**src/rtl/nic_pe_if.sv**
```systemverilog
// CPU-to-router network interface: one-packet input and output mailboxes between a CPU register port and a router PE port.
// Optional build macro NIC_WR_ERR_EN adds a sticky error flag for rejected output-buffer writes.
module nic_pe_if (
  input  logic        clk,
  input  logic        reset,
  input  logic [1:0]  addr,
  input  logic [63:0] d_in,
  output logic [63:0] d_out,
  input  logic        nicEn,
  input  logic        nicWrEn,
  output logic        net_so,
  output logic [63:0] net_do,
  input  logic        net_ro,
  input  logic        net_si,
  input  logic [63:0] net_di,
  output logic        net_ri,
  input  logic        net_polarity
);

  typedef enum logic {
    EMPTY = 1'b0,
    FULL  = 1'b1
  } buf_state_t;

  localparam logic [1:0] ADDR_IN_BUF     = 2'b00;
  localparam logic [1:0] ADDR_IN_STATUS  = 2'b01;
  localparam logic [1:0] ADDR_OUT_BUF    = 2'b10;
  localparam logic [1:0] ADDR_OUT_STATUS = 2'b11;

  buf_state_t  in_state_reg;
  buf_state_t  out_state_reg;
  logic [63:0] in_buf_reg;
  logic [63:0] out_buf_reg;
  logic        in_full;
  logic        out_full;
  logic        err;

  logic cpu_rd;
  logic cpu_wr;
  logic rd_in_buf;
  logic rd_out_status;
  logic wr_out_buf;
  logic wr_accept;
  logic wr_reject;

  assign in_full  = (in_state_reg  == FULL);
  assign out_full = (out_state_reg == FULL);

  assign cpu_rd        = nicEn & ~nicWrEn;
  assign cpu_wr        = nicEn & nicWrEn;
  assign rd_in_buf     = cpu_rd & (addr == ADDR_IN_BUF);
  assign rd_out_status = cpu_rd & (addr == ADDR_OUT_STATUS);
  assign wr_out_buf    = cpu_wr & (addr == ADDR_OUT_BUF);
  // A write that lands while the buffer is still full (including the send edge) is refused.
  assign wr_accept     = wr_out_buf & ~out_full;
  assign wr_reject     = wr_out_buf & out_full;

  assign net_ri = ~in_full;
  // VC bit must match the router's current polarity phase before the packet may leave.
  assign net_so = out_full & net_ro & (net_polarity == out_buf_reg[63]);
  assign net_do = out_buf_reg;

  always_comb begin
    d_out = 64'd0;
    if (cpu_rd) begin
      case (addr)
        ADDR_IN_BUF:     d_out = in_buf_reg;
        ADDR_IN_STATUS:  d_out = {63'd0, in_full};
        ADDR_OUT_BUF:    d_out = out_buf_reg;
        ADDR_OUT_STATUS: d_out = {62'd0, err, out_full};
        default:         d_out = 64'd0;
      endcase
    end
  end

  always_ff @(posedge clk or negedge reset) begin
    if (!reset) begin
      in_state_reg  <= EMPTY;
      out_state_reg <= EMPTY;
      in_buf_reg    <= 64'd0;
      out_buf_reg   <= 64'd0;
    end else begin
      case (in_state_reg)
        EMPTY: begin
          if (net_si) begin
            in_buf_reg   <= net_di;
            in_state_reg <= FULL;
          end
        end
        FULL: begin
          if (rd_in_buf) in_state_reg <= EMPTY;
        end
        default: in_state_reg <= EMPTY;
      endcase

      case (out_state_reg)
        EMPTY: begin
          if (wr_accept) begin
            out_buf_reg   <= d_in;
            out_state_reg <= FULL;
          end
        end
        FULL: begin
          if (net_so) out_state_reg <= EMPTY;
        end
        default: out_state_reg <= EMPTY;
      endcase
    end
  end

`ifdef NIC_WR_ERR_EN
  logic err_reg;

  always_ff @(posedge clk or negedge reset) begin
    if (!reset) begin
      err_reg <= 1'b0;
    end else if (wr_reject) begin
      err_reg <= 1'b1;
    end else if (rd_out_status) begin
      err_reg <= 1'b0;
    end
  end

  assign err = err_reg;
`else
  logic unused_err_inputs;

  assign err               = 1'b0;
  assign unused_err_inputs = wr_reject | rd_out_status;
`endif

endmodule

```
**config.mk**
```make
export PLATFORM = sky130hd
export DESIGN_NAME = nic_pe_if
export DESIGN_NICKNAME = d
export VERILOG_FILES = /design/src/rtl/nic_pe_if.sv
export SDC_FILE = /design/constraint.sdc
export NUM_CORES = 1
export LEC_CHECK = 0
export ABC_AREA = 1
export BUFFER_PORTS_ARGS = -buffer_cell sky130_fd_sc_hd__buf_2
export CAP_MARGIN = 20
export CORE_ASPECT_RATIO = 1.25
export CORE_MARGIN = 3
export CORE_UTILIZATION = 44
export CTS_BUF_LIST = sky130_fd_sc_hd__clkbuf_2 sky130_fd_sc_hd__clkbuf_4 sky130_fd_sc_hd__clkbuf_8
export DETAILED_ROUTE_END_ITERATION = 12
export GPL_TIMING_DRIVEN = 0
export PLACE_DENSITY = 0.78
export SYNTH_ARGS = -nofsm -noshare
export SYNTH_HDL_FRONTEND = slang
export SYNTH_SLANG_ARGS = --single-unit
```
**constraint.sdc**
```tcl
create_clock -name clk -period 1.1 [get_ports clk]
set_input_delay 0.11 -clock clk [delete_from_list [all_inputs] [get_ports clk]]
set_output_delay 0.11 -clock clk [all_outputs]
set_load 0.05 [all_outputs]
```
==> results of run 1 <==
Yosys cell counts, drive strengths merged:
master    n
nand3b    1
a21oi     2
nand2   457
inv      12
nor2      6
dfrtp   130
buf      34
nand3   130
o21ai     1
clkbuf   18
logic make-up after synthesis:
family	share of synthesized area, %
buf+inv	5.222
compound gates	0.2496
simple gates	40.44
flops	54.09
through the flow:
stage          instance area (sq um)  hold WS, ns
4_1_cts                        11420      0.03919
3_5_place_dp                    7840      0.08586
3_3_place_gp                    7806       0.3112
2_1_floorplan                   6266      -0.1856
layer usage:
metal / GRT overflow / global-route usage, %
met4: 249 / 110.3
met5: 1 / 20.00
met1: 2 / 80.88
met3: 10 / 70.99
met2: 518 / 114.7
repair_timing:
| item | CTS |
|---|---|
| hold endpoints to repair | 178 |
| hold buffers | 129 |
| setup endpoints to repair | 256 |
| pin swaps | 26 |
| resized for setup | 485 |
| cloned | 11 |
| setup buffers | 23 |
==> flow_summary.yaml, run 1 <==
die:
  die_h_um: 136.7
  die-width_um: 110.6
  pin_count: 267
  start_util_pct: 45.26
  rows: 47
synth:
  syn_avg_cell_area_sq_um: 7.604
  synth_area_leader_cell: "dfrtp_1"
  synth_fp_nets: 928
  yosysSeqAreaShare_pct: 54.09
  synth_area_leaders: "dfrtp_1 54%, nand2_1 29%, nand3_1 11%"
  ys_types: 17
  ys_warn_count: 0
  synth.top_cell.area_share_pct: 54.09
  netlist_area_sq_um: 6015
  synthCells: 791
  ys_ff_latch: 130
clock_network:
  root_buffer: "clkbuf_8"
  clock_path_buffers: 2
  cts_buffers: 17
  cts-htree-levels: 4
  cts_sinks: 130
placement:
  pre_cts_slack_ns: -0.5429
  dp_hpwl_um: 14110
  portBuffers: 265
  dp_cells: 1228
  gp_congestion: 0.8837
global_route:
  grt_usage_pct: 90.69
  grt_max_degree: 81
  gr-total-overflow: 780
sta:
  worst_endpoint_kind: "top-level output"
  crit_endpoint: "d_out[0]"
run_status:
  tool.error: "[ERROR GRT-0232] Routing congestion too high. Check the congestion heatmap in the GUI."
  status: "aborted with a tool error"
  lastStage: "5_1_grt"
==> run 2, diff against run 1 <==
CORE_ASPECT_RATIO = default   (was 1.25)
CORE_UTILIZATION = 40   (was 44)
CTS_BUF_LIST = default   (was sky130_fd_sc_hd__clkbuf_2 sky130_fd_sc_hd__clkbuf_4 sky130_fd_sc_hd__clkbuf_8)
PLACE_DENSITY = default   (was 0.78)
PLACE_DENSITY_LB_ADDON = 0.15   (was default)
clock period = 1.4 ns   (was 1.1 ns; I/O delays follow)
==> run 2 against run 1 <==
Compared with the run above: the flow now finishes, with violations (negative setup slack); synthesized area did not move; synthesized cell count unchanged.
==> flow_summary.yaml, run 2 <==
worst_hold_path:
  holdPathEnd: "out_full"
  hold_start: "net_polarity"
  holdCritPathClass: "input pin to flip-flop"
  min_path_cells: 5
clock_network:
  clock_path_buffers: 2
  cts_sinks: 130
  root_buffer: "clkbuf_16"
  cts-htree-levels: 4
  clk_pin_slew_ns: 0.06
  cts_tree: "built"
  clk_latency_ns: 0.41
  cts_buffers: 17
synth:
  ys_warn_count: 0
  ys_ff_latch: 130
  async_flop_share_pct: 100.0
  netlist_area_sq_um: 6015
  synth_edf_count: 0
  yosys-top-cells-count: "457 x nand2_1, 130 x dfrtp_1, 129 x nand3_1, 20 x buf_2, 18 x clkbuf_1"
  synth.top_cell.area_share_pct: 54.09
  yosysMostFrequentCell: "nand2_1"
  ys_types: 17
  yosysSeqAreaShare_pct: 54.09
  synth_fp_nets: 928
  synth_area_leader_cell: "dfrtp_1"
  synth_flop_cell: "dfrtp_1"
  synthCells: 791
  syn_avg_cell_area_sq_um: 7.604
  synth_area_leaders: "dfrtp_1 54%, nand2_1 29%, nand3_1 11%"
global_route:
  grt_max_degree: 76
  gr-total-overflow: 0
  first_global_vias: 6768
  antenna_found_initial: 0
  grt_pass1_wl_um: 33470
  grt_usage_pct: 25.48
power:
  p_leak_nw: 5.667
  peakVddDrop_v: 0.001633
  power_density_nw_per_um2: 1920
sta:
  finalSetupViolCount: 1
  report.final.hold_viol_count: 0
  whs_ns: 0.08812
  slew_viol_final: 0
  slew_headroom_pct: 63.23
  post-route-period-util_pct: 105.1
  tightest_slew_ns: 0.5515
  fmaxAchievable_mhz: 679.5
  rsz0062_at_grt: "true"
  finalWorstSetupSlack_ns: -0.07161
  finClkSkew_ns: 0.006915
  period_minus_slack_ns: 1.472
routing:
  firstDrtPassIters: 5
  ant_nets: 0
  drt-total-wl_um: 21370
  wl_per_cell_um: 15.16
  drcViolationCount: 0
  vias_per_cell: 4.868
  drt_iter0_markers: 338
  vias: 6864
finish:
  fillers: 1178
  syn2layout_area_growth_pct: 68.53
  final_area_sq_um: 10140
  nets: 1350
  mostFrequentLayoutCells: "450 x nand2_1, 208 x buf_2, 129 x dlygate4sd3_1, 128 x nand3_1, 128 x dfrtp_1"
  final_common_cell: "nand2_1"
  n_antenna_cell: 0
  drive_gt1_share_pct: 30.18
die:
  core_area_sq_um: 14640
  rows: 44
  die_h_um: 128.6
  die-width_um: 128.6
  start_util_pct: 41.07
  dieArea_sq_um: 16540
  pin_count: 267
setup_path:
  crit_type: "flip-flop to output port"
  reg2reg_to: "net_do[23]"
  reg2reg_from: "out_full"
  cp_max_fo: 4
  rrSetupSlack_ns: 0.10
  rr_worst_depth: 7
  arrival_ns: 1.33
  endpoint_kind: "output port"
  worstPathRequired_ns: 1.26
  start_kind: "flip-flop"
placement:
  dp_hpwl_um: 13610
  dpl_cell_area_sq_um: 7612
  portBuffers: 265
  pre_cts_slack_ns: -0.2903
  gp_congestion: 0.8304
run_status:
  status: "finished, violations left"
  violations: "negative setup slack"
flow_run:
  maxCapViolCount: 0
## run 2: cell counts after synthesis
Identical to the previous run, type by type.
## run 2: logic make-up after synthesis
family | Yosys count | synth area share [%]
buf+inv | 64 | 5.222
flops | 130 | 54.09
simple gates | 594 | 40.44
compound gates | 3 | 0.2496
## run 2: repair_timing
action                                  in CTS  in global routing
resized for setup                          135                 58
cloned                                       0                  1
endpoints found under the setup margin     155                 90
hold buffers                               129                  0
endpoints found under the hold margin      183                  0
pin swaps                                    5                  2
buffers inserted                             5                  2
## run 2: cell type report
class                           count  area [sq um]  share of cell area (%)
Sequential cell                   130          3256                   32.12
Timing Repair Buffer              402          3107                   30.65
Multi-Input combinational cell    598          2492                   24.59
Clock buffer                       20         466.7                   4.604
Buffer                             52         374.1                   3.691
Tap cell                          184         230.2                   2.271
Clock inverter                     12         155.1                   1.531
Inverter                           12         55.05                  0.5431
## run 2: power by group
group          switching (W)  total [W]  internal, W
logic                0.00584    0.00811      0.00227
clock network        0.00169    0.00464      0.00295
registers            0.00122    0.00671      0.00549
## run 2: metrics by stage
step	util (%)	TNS, ns	instances	power [W]
global placement	51.75	-230.19	1240	0.01402
detailed placement	51.98	-18.54	1241	0.01413
global route	69.22	-0.2697	1410	0.02053
CTS	68.01	-0.3326	1407	0.01936
finish	69.22	-0.07161	1410	0.01946
floorplan	-	0	791	0.01202
## run 2: worst max path at each step
stage               slack (ns)      from  cells after the start        endpoint
finish                   -0.07  out_full                      5        d_out[0]
global route             -0.12  out_full                      5        d_out[0]
CTS                       -0.1  out_full                      5        d_out[0]
detailed placement       -0.29   nicWrEn                      8       d_out[13]
global placement         -1.65     reset                      1      net_do[44]
floorplan                 0.06   in_full                      4  in_buf_reg[31]
## run 2: metal layers
layer	vias to the layer above	track usage (%)	part of all wire [%]	wire length [um]
met3	59	5.812	6.7	1430
li1	3333	-	-	-
met5	-	0	0	0
met1	3157	31.96	41	8751
met2	315	41.99	49	10400
met4	0	11.80	3.7	788
## run 2: worst max-delay path: stages, from the launching register on
cell and delay [ns]:
dfrtp_2 0.45, nand2_2 0.09, nand2_2 0.05, a21oi_2 0.15, nor2_4 0.05, buf_8 0.14
No activity file was read; power rests on OpenSTA's default activity.
==> run 3, diff against run 2 <==
PLACE_DENSITY = 0.78   (was default)
PLACE_DENSITY_LB_ADDON = default   (was 0.15)
==> run 3 against run 2 <==
Compared with the run above: the flow still finishes with violations (negative setup slack); clock skew up 0.0043 ns; count of clock-buffer cells in the layout stayed put; sequential power rose by 2%; largest cell class unchanged; non-clock buffer count grew 6; die area unchanged; sequential cell count stayed put; setup slack better by 0.011 ns; core utilization rose by 0.66 points; worst hold slack improved by 0.027 ns; register-to-register slack worse by 0.04 ns; highest routed layer unchanged.
==> flow_summary.yaml, run 3 (synthesis gave the netlist of run 2 again) <==
die:
  start_util_pct: 41.07
  rows: 44
  core_area_sq_um: 14640
  die_h_um: 128.6
  pin_count: 267
  die-width_um: 128.6
  dieArea_sq_um: 16540
clock_network:
  root_buffer: "clkbuf_16"
  cts_tree: "built"
  cts-htree-levels: 4
  cts_sinks: 130
  clk_pin_slew_ns: 0.06
  cts_buffers: 17
  clk_latency_ns: 0.42
  clock_path_buffers: 2
global_route:
  grt_max_degree: 67
  grt_pass1_wl_um: 38670
  grt_usage_pct: 30.00
  first_global_vias: 7509
  antenna_found_initial: 0
  gr-total-overflow: 0
setup_path:
  cp_top_family: "flip-flops"
  rrSetupSlack_ns: 0.06
  rr_worst_depth: 6
  startpoint: "net_do[0]"
  path_buf_inv: 1
  reg2reg_from: "out_full"
  cp_slowest_stage_delay_ns: 0.39
  cp_cell_sequence: "nand3b_1, nand3_1, nor2_4, buf_8"
  start_kind: "flip-flop"
  worst_path_max_delay_cell: "dfrtp_1"
  crit_type: "flip-flop to output port"
  cp_max_fo: 2
  arrival_ns: 1.32
  reg2reg_to: "net_do[45]"
  endpoint_kind: "output port"
  worstPathRequired_ns: 1.26
routing:
  vias_per_cell: 5.246
  drt-total-wl_um: 25300
  ant_nets: 0
  vias: 7434
  drt_iter0_markers: 516
  wl_per_cell_um: 17.86
  firstDrtPassIters: 5
  drcViolationCount: 0
sta:
  fmaxAchievable_mhz: 684.4
  report.final.hold_viol_count: 0
  finClkSkew_ns: 0.01120
  tightest_slew_ns: 0.6332
  period_minus_slack_ns: 1.461
  slew_viol_final: 0
  finalWorstSetupSlack_ns: -0.06107
  whs_ns: 0.1147
  post-route-period-util_pct: 104.4
  rsz0062_at_grt: "true"
  finalSetupViolCount: 3
  slew_headroom_pct: 57.79
placement:
  dp_hpwl_um: 14490
  pre_cts_slack_ns: -0.3102
  portBuffers: 265
  gp_congestion: 0.8497
flow_run:
  maxCapViolCount: 0
finish:
  mostFrequentLayoutCells: "452 x nand2_1, 211 x buf_2, 129 x dlygate4sd3_1, 129 x dfrtp_1, 128 x nand3_1"
  nets: 1355
  syn2layout_area_growth_pct: 70.13
  fin_util_pct: 69.87
  drive_gt1_share_pct: 30.30
  final_common_cell: "nand2_1"
  fillers: 1019
power:
  p_leak_nw: 5.720
  power_density_nw_per_um2: 1955
  peakVddDrop_v: 0.001505
worst_hold_path:
  min_path_cells: 5
  hold_start: "net_polarity"
  holdPathEnd: "out_full"
  holdCritPathClass: "input pin to flip-flop"
run_status:
  status: "finished, violations left"
  violations: "negative setup slack"
run 3: layout make-up:
| type | count | area (sq um) | share of cell area (%) |
|---|---|---|---|
| tap | 184 | 230.2 | 2.250 |
| inverter | 12 | 52.55 | 0.5136 |
| antenna | 2 | 5.005 | 0.04891 |
| buffer | 51 | 385.4 | 3.766 |
| multi-input combinational | 597 | 2476 | 24.20 |
| clock buffer | 20 | 456.7 | 4.463 |
| sequential | 130 | 3254 | 31.80 |
| timing repair buffer | 409 | 3216 | 31.43 |
| clock inverter | 12 | 156.4 | 1.528 |
run 3: metal layers:
layer	routed length, um	vias up	global-route usage (%)	part of all wire (%)
met4	1140	0	17.42	4.5
met5	0	-	0	0
met3	2364	99	8.717	9.3
li1	-	3326	-	-
met2	12380	513	49.74	49
met1	9414	3496	34.68	37
run 3: how the worst max path moves through the flow:
| stage | end | slack (ns) | depth (start not counted) |
|---|---|---|---|
| 2_1_floorplan | in_buf_reg[31] | 0.06 | 4 |
| 3_3_place_gp | net_do[54] | -1.57 | 1 |
| 3_5_place_dp | d_out[38] | -0.31 | 8 |
| 4_1_cts | d_out[0] | -0.09 | 5 |
| 5_1_grt | d_out[0] | -0.13 | 5 |
| 6_report | d_out[0] | -0.06 | 4 |
run 3: timing repair:
| item | 4_1_cts | 5_1_grt |
|---|---|---|
| endpoints found under the hold margin | 192 | 0 |
| buffers inserted | 6 | 8 |
| pin swaps | 4 | 2 |
| setup endpoints to repair | 173 | 122 |
| resized for setup | 162 | 56 |
| hold buffers | 129 | 0 |
run 3: report_power, final:
| group | switching, W | internal (W) |
|---|---|---|
| clock network | 0.00173 | 0.00290 |
| registers | 0.00134 | 0.00548 |
| logic | 0.00615 | 0.00240 |
| total | 0.00923 | 0.0108 |
run 3: metrics by stage:
stage               instances  cell area (sq um)  total power, W  setup TNS [ns]
global placement         1240               7579         0.01405         -224.54
finish                   1417              10230         0.02001        -0.09522
floorplan                 791               6022         0.01202               0
detailed placement       1241               7612         0.01425          -23.27
global route             1415              10230         0.02091         -0.9507
CTS                      1408              10050         0.01952          -1.431
run 3: worst reg2reg max path: stages, from the launching register on:
cell      delay [ns]
dfrtp_1         0.42
inv_1           0.10
nand3_2         0.09
buf_4           0.21
clkbuf_4        0.21
nand2_1         0.11
nand2_1         0.08
